==> src/rtl/servo_pkg.sv <==
// servo_pkg: shared types and defaults for the laser pan servo sequencer.
// Holds the pulse-width datapath width, lado side codes, the sequencer state
// enum, the default frame/width constants and the per-frame slew helper.
package servo_pkg;

  localparam int WIDTH_W = 20;

  localparam logic [1:0] LADO_CENTER  = 2'd0;
  localparam logic [1:0] LADO_LEFT    = 2'd1;
  localparam logic [1:0] LADO_RIGHT   = 2'd2;
  localparam logic [1:0] LADO_INVALID = 2'd3;

  typedef enum logic [1:0] {
    S_IDLE   = 2'd0,
    S_MOVE   = 2'd1,
    S_HOLD   = 2'd2,
    S_RETURN = 2'd3
  } state_t;

  localparam int DEF_FRAME_CYC   = 1_000_000;
  localparam int DEF_W_HOME      = 25_000;
  localparam int DEF_W_LEFT      = 50_000;
  localparam int DEF_W_CENTER    = 75_000;
  localparam int DEF_W_RIGHT     = 100_000;
  localparam int DEF_STEP        = 1_250;
  localparam int DEF_HOLD_FRAMES = 100;

  // One slew step from cur toward tgt, limited to step. The direction is
  // decided before any subtraction so the unsigned difference never wraps.
  function automatic logic [WIDTH_W-1:0] slew_step(
    input logic [WIDTH_W-1:0] cur,
    input logic [WIDTH_W-1:0] tgt,
    input logic [WIDTH_W-1:0] step
  );
    logic [WIDTH_W-1:0] res;
    if (tgt >= cur) begin
      res = ((tgt - cur) <= step) ? tgt : (cur + step);
    end else begin
      res = ((cur - tgt) <= step) ? tgt : (cur - step);
    end
    return res;
  endfunction

endpackage

==> src/rtl/servo_pwm_gen.sv <==
// servo_pwm_gen: free-running frame counter, end-of-frame strobe and the
// registered width comparator that produces the servo pulse.
module servo_pwm_gen
  import servo_pkg::*;
#(
  parameter int FRAME_CYC = DEF_FRAME_CYC
) (
  input  logic               CLK,
  input  logic               RST_N,
  input  logic [WIDTH_W-1:0] width,
  output logic               pwm,
  output logic               frame_tick
);

  localparam logic [WIDTH_W-1:0] CNT_LAST = WIDTH_W'(FRAME_CYC - 1);

  logic [WIDTH_W-1:0] cnt;

  // Frame counter wraps at FRAME_CYC-1; pwm is the compare delayed one cycle,
  // so cycles 1..width of each frame are high (exactly width cycles).
  always_ff @(posedge CLK or negedge RST_N) begin
    if (!RST_N) begin
      cnt <= '0;
      pwm <= 1'b0;
    end else begin
      cnt <= (cnt == CNT_LAST) ? '0 : (cnt + WIDTH_W'(1));
      pwm <= (cnt < width);
    end
  end

  // Strobe on the last cycle of the frame; the width register updates on
  // the edge that ends this cycle.
  assign frame_tick = (cnt == CNT_LAST);

endmodule

==> src/rtl/servo_seq_ctrl.sv <==
// servo_seq_ctrl: clap-driven pan servo sequencer with internal 50 Hz PWM.
// Optional feature macro: SERVO_AUTO_RETURN_EN (adds HOLD/RETURN auto-homing;
// without it the servo parks at the side position until the next clap).
//
// Handshake: clap is a valid-only one-cycle strobe with no ready/backpressure;
// lado is qualified by clap in the same cycle. A clap the current state does
// not act on (lado invalid, or any clap during MOVE) is dropped, not queued.
module servo_seq_ctrl
  import servo_pkg::*;
#(
  parameter int FRAME_CYC   = DEF_FRAME_CYC,
  parameter int W_HOME      = DEF_W_HOME,
  parameter int W_LEFT      = DEF_W_LEFT,
  parameter int W_CENTER    = DEF_W_CENTER,
  parameter int W_RIGHT     = DEF_W_RIGHT,
  parameter int STEP        = DEF_STEP,
  parameter int HOLD_FRAMES = DEF_HOLD_FRAMES
) (
  input  logic               CLK,
  input  logic               RST_N,
  input  logic               clap,
  input  logic [1:0]         lado,
  output logic               pwm,
  output logic [WIDTH_W-1:0] width,
  output logic               frame_tick,
  output logic               busy,
  output logic               at_target,
  output state_t             dbg_state
);

  localparam logic [WIDTH_W-1:0] HOME_W   = WIDTH_W'(W_HOME);
  localparam logic [WIDTH_W-1:0] LEFT_W   = WIDTH_W'(W_LEFT);
  localparam logic [WIDTH_W-1:0] CENTER_W = WIDTH_W'(W_CENTER);
  localparam logic [WIDTH_W-1:0] RIGHT_W  = WIDTH_W'(W_RIGHT);
  localparam logic [WIDTH_W-1:0] STEP_W   = WIDTH_W'(STEP);

`ifdef SERVO_AUTO_RETURN_EN
  localparam int HOLD_W = (HOLD_FRAMES > 1) ? $clog2(HOLD_FRAMES) : 1;
  localparam logic [HOLD_W-1:0] HOLD_LAST = HOLD_W'(HOLD_FRAMES - 1);
  logic [HOLD_W-1:0] hold_cnt;
  logic [HOLD_W-1:0] hold_n;
`endif

  state_t             state;
  state_t             state_n;
  logic [WIDTH_W-1:0] target;
  logic [WIDTH_W-1:0] target_n;
  logic [WIDTH_W-1:0] width_n;
  logic [WIDTH_W-1:0] side_w;
  logic               valid_clap;

  // Decode the side code into its pulse width.
  always_comb begin
    side_w = CENTER_W;
    case (lado)
      LADO_LEFT:  side_w = LEFT_W;
      LADO_RIGHT: side_w = RIGHT_W;
      default:    side_w = CENTER_W;
    endcase
  end

  // Next-state, target and slew. The slew uses the pre-edge target, so a clap
  // coinciding with frame_tick only affects motion from the next frame on.
  always_comb begin
    valid_clap = clap && (lado != LADO_INVALID);
    state_n    = state;
    target_n   = target;
    width_n    = frame_tick ? slew_step(width, target, STEP_W) : width;
`ifdef SERVO_AUTO_RETURN_EN
    hold_n     = hold_cnt;
`endif
    case (state)
      S_IDLE: begin
        if (valid_clap) begin
          state_n  = S_MOVE;
          target_n = side_w;
        end
      end
      S_MOVE: begin
        if (width == target) begin
`ifdef SERVO_AUTO_RETURN_EN
          state_n = S_HOLD;
          hold_n  = '0;
`else
          state_n = S_IDLE;
`endif
        end
      end
`ifdef SERVO_AUTO_RETURN_EN
      S_HOLD: begin
        if (valid_clap) begin
          state_n  = S_MOVE;
          target_n = side_w;
          hold_n   = '0;
        end else if (frame_tick) begin
          if (hold_cnt == HOLD_LAST) begin
            state_n  = S_RETURN;
            target_n = HOME_W;
          end else begin
            hold_n = hold_cnt + 1'b1;
          end
        end
      end
      S_RETURN: begin
        if (valid_clap) begin
          state_n  = S_MOVE;
          target_n = side_w;
          hold_n   = '0;
        end else if (width == HOME_W) begin
          state_n = S_IDLE;
        end
      end
`endif
      default: state_n = S_IDLE;
    endcase
  end

  // Sequencer registers; busy is registered from the next state so it rises
  // one cycle after the accepted clap.
  always_ff @(posedge CLK or negedge RST_N) begin
    if (!RST_N) begin
      state  <= S_IDLE;
      target <= HOME_W;
      width  <= HOME_W;
      busy   <= 1'b0;
`ifdef SERVO_AUTO_RETURN_EN
      hold_cnt <= '0;
`endif
    end else begin
      state  <= state_n;
      target <= target_n;
      width  <= width_n;
      busy   <= (state_n != S_IDLE);
`ifdef SERVO_AUTO_RETURN_EN
      hold_cnt <= hold_n;
`endif
    end
  end

  assign at_target = (width == target);
  assign dbg_state = state;

  servo_pwm_gen #(
    .FRAME_CYC(FRAME_CYC)
  ) u_pwm (
    .CLK       (CLK),
    .RST_N     (RST_N),
    .width     (width),
    .pwm       (pwm),
    .frame_tick(frame_tick)
  );

endmodule

==> config.mk <==
export PLATFORM = sky130hd
export DESIGN_NAME = servo_seq_ctrl
export DESIGN_NICKNAME = d
export VERILOG_FILES = /design/src/rtl/servo_pkg.sv /design/src/rtl/servo_pwm_gen.sv /design/src/rtl/servo_seq_ctrl.sv
export SDC_FILE = /design/constraint.sdc
export NUM_CORES = 1
export LEC_CHECK = 0
export BUFFER_PORTS_ARGS = -buffer_cell sky130_fd_sc_hd__clkbuf_2
export CAP_MARGIN = 20
export CORE_ASPECT_RATIO = 0.7
export CORE_MARGIN = 5
export CORE_UTILIZATION = 55
export CTS_CLUSTER_DIAMETER = 30
export CTS_CLUSTER_SIZE = 25
export DETAILED_ROUTE_END_ITERATION = 8
export GPL_TIMING_DRIVEN = 0
export PLACE_DENSITY = 0.76
export RECOVER_POWER = 100
export SLEW_MARGIN = 40
export SYNTH_ARGS = -nofsm -noshare
export SYNTH_HDL_FRONTEND = slang
export SYNTH_HIERARCHICAL = 1
export SYNTH_SLANG_ARGS = --single-unit
==> constraint.sdc <==
create_clock -name CLK -period 3.9 [get_ports CLK]
set_clock_uncertainty 0.05 [all_clocks]
set_input_delay 0.39 -clock CLK [delete_from_list [all_inputs] [get_ports CLK]]
set_output_delay 0.39 -clock CLK [all_outputs]
set_load 0.02 [all_outputs]
==> summary.md, run 1 <==
| Metric | Value |
|---|---|
| Final Worst Setup Slack | 3.77 ps |
| Port Buffers | 29 |
| Setup WS pre-CTS | -829 ps |
| PwrDens | 277 mW/mm2 |
| Fmax | 0.257 GHz |
| Final core utilization | 67.4% |
| Period utilisation layout | 99.9% |
| Violated checks | capacitance limit, slew limit |
| WP data arrival | 4040 ps |
| Number of global-route vias before repair | 5098 |
| First DRT Iteration DRCs | 835 |
| Startpoint types | flop |
| Clk slew on worst S/H paths | 70 ps |
| Slew @ Worst Pin | 2710 ps |
| Largest area contributor in the netlist | dfrtp_1 |
| Slew Limit Fails | 50 |
| Seq/Total Area, Yosys | 23.5% |
| Top cells by count, synth | inv_1 (54), nor2_1 (52), ha_1 (51), a21oi_1 (44), nand2_1 (41) |
| Top cell type's share of synthesized area | 19.0% |
| VDD IR max | 185 uV |
| Clock root cell | clkbuf_16 |
| Worst endpoint required time | 4050 ps |
| Power Total | 1.71 mW |
| Dpl cells | 817 |
| Flop2flop setup slack | 4 ps |
| Die ar. | 0.0117 mm2 |
| Drt wl/cell | 21.3 um |
| Asr flop ratio synth | 100% |
| CP peak stage delay | 600 ps |
| Core area | 0.00918 mm2 |
| Via density | 6.87 |
| Tot GR Track Use | 29.4% |
| Crit-path max FO | 10 |
| Syn Inst Count | 662 |
| H-tree Lvls | 2 |
| Setup violators final | 0 |
| Area Growth Syn to Fin | 17.6% |
| Max Buffers Root-to-Sink | 2 |
| Initial antenna violation count | 0 |
| First-pass DRT Iterations | 6 |
| Yosys reg bits | 49 |
| Status | complete, but fails checks |
| Largest net degree at the start of global routing | 50 |
| Slowest library cell on the worst path | dfstp_2 |
| Bufs and invs on worst path | 2 |
| Fill cells | 787 |
| First-pass GRT wire length | 27600 um |
| Synth Flop Type | dfrtp_1 |
| Initial Util | 57.3% |
| Ant. Diodes | 0 |
| Post-detailed-route count of antenna-violating nets | 0 |
| HPWL after DPL | 13200 um |
| Vert. Die Dim | 91.8 um |
| Cell Area, Synth | 0.00526 mm2 |
| CP Capture Type | flop |
| GR Overflow Total | 0 |
| Row Count | 29 |
| Relative slew slack | -80.7% |
| Clk sinks | 49 |
| Max-cap violations | 1 |
| Critical Setup Path Class | reg2reg |
| Leakage | 2.62 nW |
| Count leader, synth | inv_1 |
| TritonCTS buffer count | 5 |
| Ranking of synthesized cells by area | dfrtp_1 (19%), ha_1 (12%), dfstp_2 (4.5%) |
| Total vias in the final route | 5789 |
| Clock tree from TritonCTS | yes |
| Routability cong. | 1.01 |
| Hold Path Class | in2reg |
| Post-layout min period | 3900 ps |
| Worst-path cell chain | clkinvlp_4 -> ha_4 -> clkbuf_4 -> a211o_1 -> o21ai_0 -> xor2_1 -> nor4_1 -> o311ai_2 -> and4b_2 -> or2_2 -> or4_1 -> o2111ai_1 |
| Clock latency on the worst-skew pair | 290 ps |
| CP top delay family | simple AND/OR/NAND/NOR gates |
| Synth cell types | 81 |
| Layout Cells excl Fill | 843 |
| DRC viols | 0 |
| Mean post-synth cell area | 7.95 um2 |
| Layout cells sized above 1 | 18.2% |
| Nets@finish | 775 |
| Num ports | 31 |
| Hold Vio Cnt, Final | 0 |
| Yosys warning count | 6 |
| Hold-fix buffers, CTS | 0 |
| Final WL | 17900 um |
| Die W | 127 um |
| Post-synth EDFFs | 0 |
[tightest hold or removal path, cell delays in order]
cell	delay, ps
clkbuf_2	100
ha_1	140
mux2i_1	60
[flip-flops by register name (all words and copies together), names as in the netlist]
signal and flops:
dbg_state 2, busy 1, width 19, target 6, u_pwm/cnt 20, u_pwm/pwm 1
[metrics by stage]
stage                     hold WS (ps)  TNS (ps)  area (um2)
after global placement             423    -15140        5570
after global routing               436     -26.4        6190
after CTS                          133         0        5940
final                              385         0        6190
after detailed placement           444    -13300        5570
after floorplan                   44.4         0        5270
[routing by layer]
metal  vias up  GRT usage (%)  wire (um)
met5         -              0          0
met4         0           4.46        291
met3        42           8.77       2290
met2       411           41.4       7360
met1      2761           44.7       8000
li1       2575              -          -
[worst paths after layout]
kind	to	start	cells past startpoint
worst max-delay path	width[13]	width[5]	12
worst min-delay path	target[6]	lado[1]	3
worst max register to register	width[13]	width[5]	12
worst min register to register	busy	dbg_state[1]	1
max in group asynchronous	width[6]	RST_N	1
min in group asynchronous	u_pwm/cnt[13]	RST_N	1
[cell type report]
type	count	area, um2	area share, %
plain buffers	32	186	3.01
clock buffers	6	139	2.25
clock inverters	2	13.8	0.222
inverters	54	206	3.34
multi-input cells	525	3950	63.8
flip-flops and latches	49	1240	20.0
well taps	124	155	2.51
repair buffers	51	300	4.85
[where the power goes]
group	switching [mW]	leakage [nW]	total, mW	internal [mW]
Clock	0.202	0.0768	0.457	0.256
Combinational	0.455	1.93	0.697	0.242
Sequential	0.0292	0.619	0.556	0.527
[cells by family (layout without fill, tap and decap cells)]
kind of cell | Yosys count | after routing | synth area share, %
XOR/XNOR | 38 | 38 | 6.33
AND/OR/NAND/NOR | 227 | 227 | 23.0
adder cells (fa/ha/maj) | 52 | 52 | 12.5
multiplexers | 6 | 6 | 1.26
buffers and inverters | 90 | 145 | 7.02
AO/OA/AOI/OAI | 199 | 199 | 26.3
flip-flops | 49 | 49 | 23.5
other | 1 | 3 | 0.0713
[cells in the final DEF, fill, tap and decap left out, types with 5 or more instances in the layout]
| master | instances |
|---|---|
| a21oi_1 | 40 |
| nand4_1 | 19 |
| clkbuf_4 | 5 |
| clkbuf_1 | 23 |
| buf_4 | 23 |
| o21a_1 | 5 |
| xnor2_1 | 26 |
| clkbuf_16 | 5 |
| a211oi_1 | 6 |
| and4_1 | 5 |
| buf_2 | 6 |
| buf_6 | 5 |
| dfstp_2 | 9 |
| o31ai_1 | 7 |
| nor3_1 | 21 |
| nand2b_1 | 5 |
| inv_1 | 52 |
| nand3_1 | 29 |
| o211ai_1 | 13 |
| a22oi_1 | 6 |
| xor2_1 | 12 |
| a31oi_1 | 7 |
| o21ai_0 | 32 |
| a211o_1 | 5 |
| o31a_1 | 5 |
| and3_1 | 8 |
| nor2_1 | 50 |
| a21o_1 | 13 |
| ha_1 | 50 |
| clkbuf_2 | 20 |
| nand2_1 | 41 |
| dfrtp_1 | 38 |
[timing repair]
action	CTS	global route
pin swaps	6	8
buffers inserted	7	15
endpoints found under the setup margin	19	19
hold endpoints to repair	0	0
resized for setup	39	43
(Power assumes the default switching activity.)
==> run 2: changes to the inputs <==
clock period = 3.29 ns   (was 3.9 ns; I/O delays follow)
==> summary.md, run 2 (synthesis results as in run 1) <==
| Metric | Value |
|---|---|
| Status | complete, but fails checks |
| Violated checks | capacitance limit, slew limit, setup timing |
| Number of global-route vias before repair | 5399 |
| Largest net degree at the start of global routing | 50 |
| Tot GR Track Use | 30.9% |
| Power Total | 2.13 mW |
| Total vias in the final route | 5829 |
| Clock latency on the worst-skew pair | 300 ps |
| Grt peak-use layer | met1 |
| Die ar. | 0.0117 mm2 |
| Hold Vio Cnt, Final | 0 |
| Final core utilization | 71.4% |
| Slew Limit Fails | 50 |
| CP peak stage delay | 580 ps |
| Clk slew on worst S/H paths | 60 ps |
| First-pass DRT Iterations | 6 |
| Bufs and invs on worst path | 3 |
| PwrDens | 326 mW/mm2 |
| Largest register FFs | 20 |
| M2 GR Usage | 45.3% |
| Slowest library cell on the worst path | dfstp_2 |
| Die W | 127 um |
| Origin of the critical flop-to-flop path | target[13] |
| Clock tree from TritonCTS | yes |
| Relative slew slack | -65.9% |
| Num ports | 31 |
| Initial antenna violation count | 0 |
| First DRT Iteration DRCs | 950 |
| VDD IR max | 285 uV |
| Final WL | 18400 um |
| GR Overflow Total | 0 |
| Post-detailed-route count of antenna-violating nets | 0 |
| Most frequent cells in the layout | nor2_1 (50), inv_1 (47), ha_1 (44) |
| Row Count | 29 |
| Vert. Die Dim | 91.8 um |
| CP Capture Type | flop |
| Commonest non-fill, non-tap cell in the layout | nor2_1 |
| DRC viols | 0 |
| Nets@finish | 786 |
| Drt wl/cell | 21.6 um |
| Clk sinks | 49 |
| Slew @ Worst Pin | 2490 ps |
| First-pass GRT wire length | 29200 um |
| Max Buffers Root-to-Sink | 2 |
| CP top delay family | compound AO/OA/AOI/OAI gates |
| Global-route track usage on met1 | 46.4% |
| Routability cong. | 1.05 |
| Post-layout min period | 3780 ps |
| Fill cells | 698 |
| Core area | 0.00918 mm2 |
| Setup violators final | 19 |
| Critical Setup Path Class | reg2reg |
| Ant. Diodes | 0 |
| Initial Util | 57.3% |
| Setup repair after global routing missed its margin | true |
| Met3 Track Usage GR | 7.08% |
| CP Launch Point | target[13] |
| Reg with most FFs | u_pwm/cnt |
| Min-Delay Startpoint | lado[1] |
| Top Registers | u_pwm/cnt (20), width (19), target (6) |
| Area Growth Syn to Fin | 24.6% |
| Hold Path Class | in2reg |
| Max-cap violations | 1 |
| Period utilisation layout | 115% |
| HPWL after DPL | 13100 um |
| WP data arrival | 3920 ps |
| Leakage | 2.74 nW |
| Crit-path max FO | 5 |
| Hold-fix buffers, CTS | 0 |
| Fmax | 0.265 GHz |
| Startpoint types | flop |
| Layout cells sized above 1 | 25.3% |
| Port Buffers | 29 |
| Final Worst Setup Slack | -490 ps |
| Worst endpoint required time | 3430 ps |
| TritonCTS buffer count | 5 |
| Worst-path cell chain | ha_4 -> inv_4 -> fa_2 -> a211o_1 -> o211ai_1 -> a21oi_2 -> or3_4 -> a2111oi_4 -> and4b_2 -> nor2_4 -> buf_6 -> buf_12 -> a22oi_1 -> o2111ai_2 |
| Via density | 6.83 |
| H-tree Lvls | 2 |
| Clock root cell | clkbuf_16 |
## run 2: changes by cell type in the layout (fill, tap and decap cells not counted), moves of 5 or more
cell,change
ha_1,-6
dfrtp_2,+5
buf_4,+6
dfrtp_1,-5
clkbuf_4,-5
o21ai_0,-6
buf_6,+6
ha_4,+5
inv_1,-5
## run 2: worst paths after layout
| path | end | slack, ps | depth (start not counted) |
|---|---|---|---|
| min in group asynchronous | width[16] | 740 | 1 |
| max in group asynchronous | width[9] | 840 | 1 |
| max reg2reg | width[13] | -490 | 14 |
| min | target[6] | 360 | 3 |
| min reg2reg | busy | 440 | 1 |
| max | width[13] | -490 | 14 |
## run 2: metal layers
metal / part of all wire, % / wire [um] / vias up
met5: 0 / 0 / -
li1: - / - / 2593
met3: 13 / 2430 / 82
met2: 42 / 7650 / 437
met1: 43 / 7870 / 2717
met4: 2.5 / 456 / 0
## run 2: repair_timing
action	CTS	global route
pin swaps	29	13
gates cloned	1	0
resized for setup	67	32
endpoints found under the setup margin	19	19
endpoints found under the hold margin	0	0
buffers inserted	20	13
## run 2: power by group
| group | switching, mW | internal [mW] | total, mW |
|---|---|---|---|
| Clock | 0.232 | 0.303 | 0.535 |
| Sequential | 0.0336 | 0.625 | 0.658 |
| Combinational | 0.572 | 0.370 | 0.942 |
| Total | 0.838 | 1.30 | 2.13 |
## run 2: final cells by class
type	count	area (um2)	area share [%]
buffer	32	226	3.45
clock buffer	6	139	2.12
clock inverter	2	13.8	0.210
inverter	54	213	3.24
multi-input combinational	525	4140	63.1
sequential	49	1250	19.0
tap	124	155	2.37
timing repair buffer	62	425	6.49
## run 2: worst register-to-register path, stage by stage (launching register included)
cell       delay (ps)
dfstp_2           580
ha_4              160
inv_4              40
fa_2              380
a211o_1           310
o211ai_1          230
a21oi_2           130
or3_4             390
a2111oi_4         330
and4b_2           380
nor2_4            100
buf_6             160
buf_12            120
a22oi_1           180
o2111ai_2         160
## run 2: metrics by stage
stage / area, um2 / hold slack (ps) / setup TNS [ps] / instances / worst slack, ps
after floorplan: 5480 / -16.6 / -151 / 664 / -47.6
after global routing: 6560 / 352 / -7390 / 854 / -476
after detailed placement: 5780 / 373 / -13320 / 817 / -802
after global placement: 5780 / 423 / -13200 / 817 / -785
after CTS: 6380 / 59.1 / -5260 / 843 / -334
final: 6560 / 361 / -7230 / 854 / -490
==> run 3: changes to the inputs <==
SETUP_SLACK_MARGIN = 0.15   (was not set)
==> summary.md, run 3 (synthesis results as in run 1) <==
| Metric | Value |
|---|---|
| Num ports | 31 |
| Slowest library cell on the worst path | dfstp_2 |
| Hold Path Class | in2reg |
| VDD IR max | 215 uV |
| Ant. Diodes | 0 |
| Status | complete, but fails checks |
| Die W | 127 um |
| Max Buffers Root-to-Sink | 2 |
| Final WL | 18400 um |
| Max-cap violations | 1 |
| Top Registers | u_pwm/cnt (20), width (19), target (6) |
| First-pass DRT Iterations | 6 |
| Fmax | 0.273 GHz |
| Clock root cell | clkbuf_16 |
| Layout Cells excl Fill | 861 |
| Leakage | 2.74 nW |
| Nets@finish | 793 |
| Hold Vio Cnt, Final | 0 |
| Clk slew on worst S/H paths | 70 ps |
| Setup TNS Final | -5730 ps |
| CP Capture Type | flop |
| First DRT Iteration DRCs | 876 |
| Violated checks | capacitance limit, slew limit, setup timing |
| H-tree Lvls | 2 |
| Post-detailed-route count of antenna-violating nets | 0 |
| WP data arrival | 3820 ps |
| Relative slew slack | -78.3% |
| Slew @ Worst Pin | 2670 ps |
| Clk sinks | 49 |
| Critical Setup Path Class | reg2reg |
| Number of global-route vias before repair | 5241 |
| Worst Hold Depth | 3 |
| Crit-path max FO | 8 |
| Hold-fix buffers, CTS | 0 |
| Via density | 6.69 |
| Routability cong. | 1.01 |
| Clock latency on the worst-skew pair | 300 ps |
| Startpoint types | flop |
| Tot GR Track Use | 30.7% |
| Worst hold slack | 328 ps |
| Largest register FFs | 20 |
| HPWL after DPL | 13400 um |
| Power Total | 2.11 mW |
| Final Worst Setup Slack | -371 ps |
| Die ar. | 0.0117 mm2 |
| Post-layout min period | 3660 ps |
| Area Growth Syn to Fin | 24.7% |
| Initial antenna violation count | 0 |
| Worst endpoint required time | 3450 ps |
| Total vias in the final route | 5760 |
| Layout cells sized above 1 | 23.5% |
| Commonest non-fill, non-tap cell in the layout | nor2_1 |
| Setup violators final | 19 |
| Initial Util | 57.3% |
| CP peak stage delay | 590 ps |
| Core area | 0.00918 mm2 |
| DRC viols | 0 |
| PwrDens | 322 mW/mm2 |
| Period utilisation layout | 111% |
| Worst-path cell chain | ha_4 -> inv_2 -> fa_2 -> a211o_1 -> o211ai_1 -> a21oi_1 -> or3_4 -> a2111oi_4 -> and4b_2 -> buf_6 -> a211oi_1 -> a311oi_1 -> o311ai_1 |
| Reg with most FFs | u_pwm/cnt |
| First-pass GRT wire length | 28700 um |
| Clock tree from TritonCTS | yes |
| Vert. Die Dim | 91.8 um |
| Drt wl/cell | 21.4 um |
| TritonCTS buffer count | 5 |
| Largest net degree at the start of global routing | 50 |
| Most frequent cells in the layout | nor2_1 (50), inv_1 (47), ha_1 (44) |
| Port Buffers | 29 |
| Dpl cells | 817 |
| Row Count | 29 |
| GR Overflow Total | 0 |
| Worst Reg2Reg Path Length in Cells | 13 |
| Setup repair after global routing missed its margin | true |
| Slew Limit Fails | 50 |
| Setup WS pre-CTS | -818 ps |
## run 3: changes by cell type in the layout (fill, tap and decap cells not counted), moves of 3 or more
cell      change
buf_2         -3
buf_4         +4
clkbuf_1     +12
clkbuf_2      -8
o21ai_1       +3
## run 3: power by group
| part | internal [mW] | switching, mW |
|---|---|---|
| Sequential | 0.624 | 0.0376 |
| Combinational | 0.357 | 0.557 |
| Clock | 0.284 | 0.251 |
## run 3: worst paths after layout
check / startpoint / end / slack, ps
min in group asynchronous: RST_N / u_pwm/cnt[14] / 810
setup / recovery: target[13] / width[7] / -370
max in group asynchronous: RST_N / width[1] / 650
setup reg to reg: target[13] / width[7] / -370
hold reg to reg: dbg_state[1] / busy / 430
hold / removal: lado[1] / target[6] / 330
## run 3: worst max-delay path: cells and delay by family (launching register included)
| family | cells | cell delay, ps |
|---|---|---|
| buffers and inverters | 2 | 220 |
| AO/OA/AOI/OAI | 7 | 1430 |
| adder cells (fa/ha/maj) | 2 | 520 |
| flip-flops | 1 | 590 |
| AND/OR/NAND/NOR | 2 | 730 |
## run 3: timing repair
action,in CTS,in global routing
cloned,1,0
gates resized for setup,54,40
endpoints found under the setup margin,19,19
pin swaps,26,26
buffers inserted,17,18
## run 3: cell type report
cell class	instances	area, um2
Sequential cell	49	1240
Buffer	36	269
Clock buffer	5	125
Timing Repair Buffer	65	407
Clock inverter	3	21.3
Multi-Input combinational cell	525	4120
Inverter	54	215
Fill cell	724	2620
Tap cell	124	155
## run 3: through the flow
step                      util [%]  area, um2
final                         71.4       6560
after global routing          71.4       6560
after CTS                     68.7       6310
after detailed placement      63.3       5810
after global placement        63.3       5810
after floorplan                  -       5510
## run 3: routing by layer
metal	GRT usage (%)	share of wire, %
met5	0	0
met1	45.7	44
met3	9.35	14
met4	6.25	1.6
met2	43.6	41
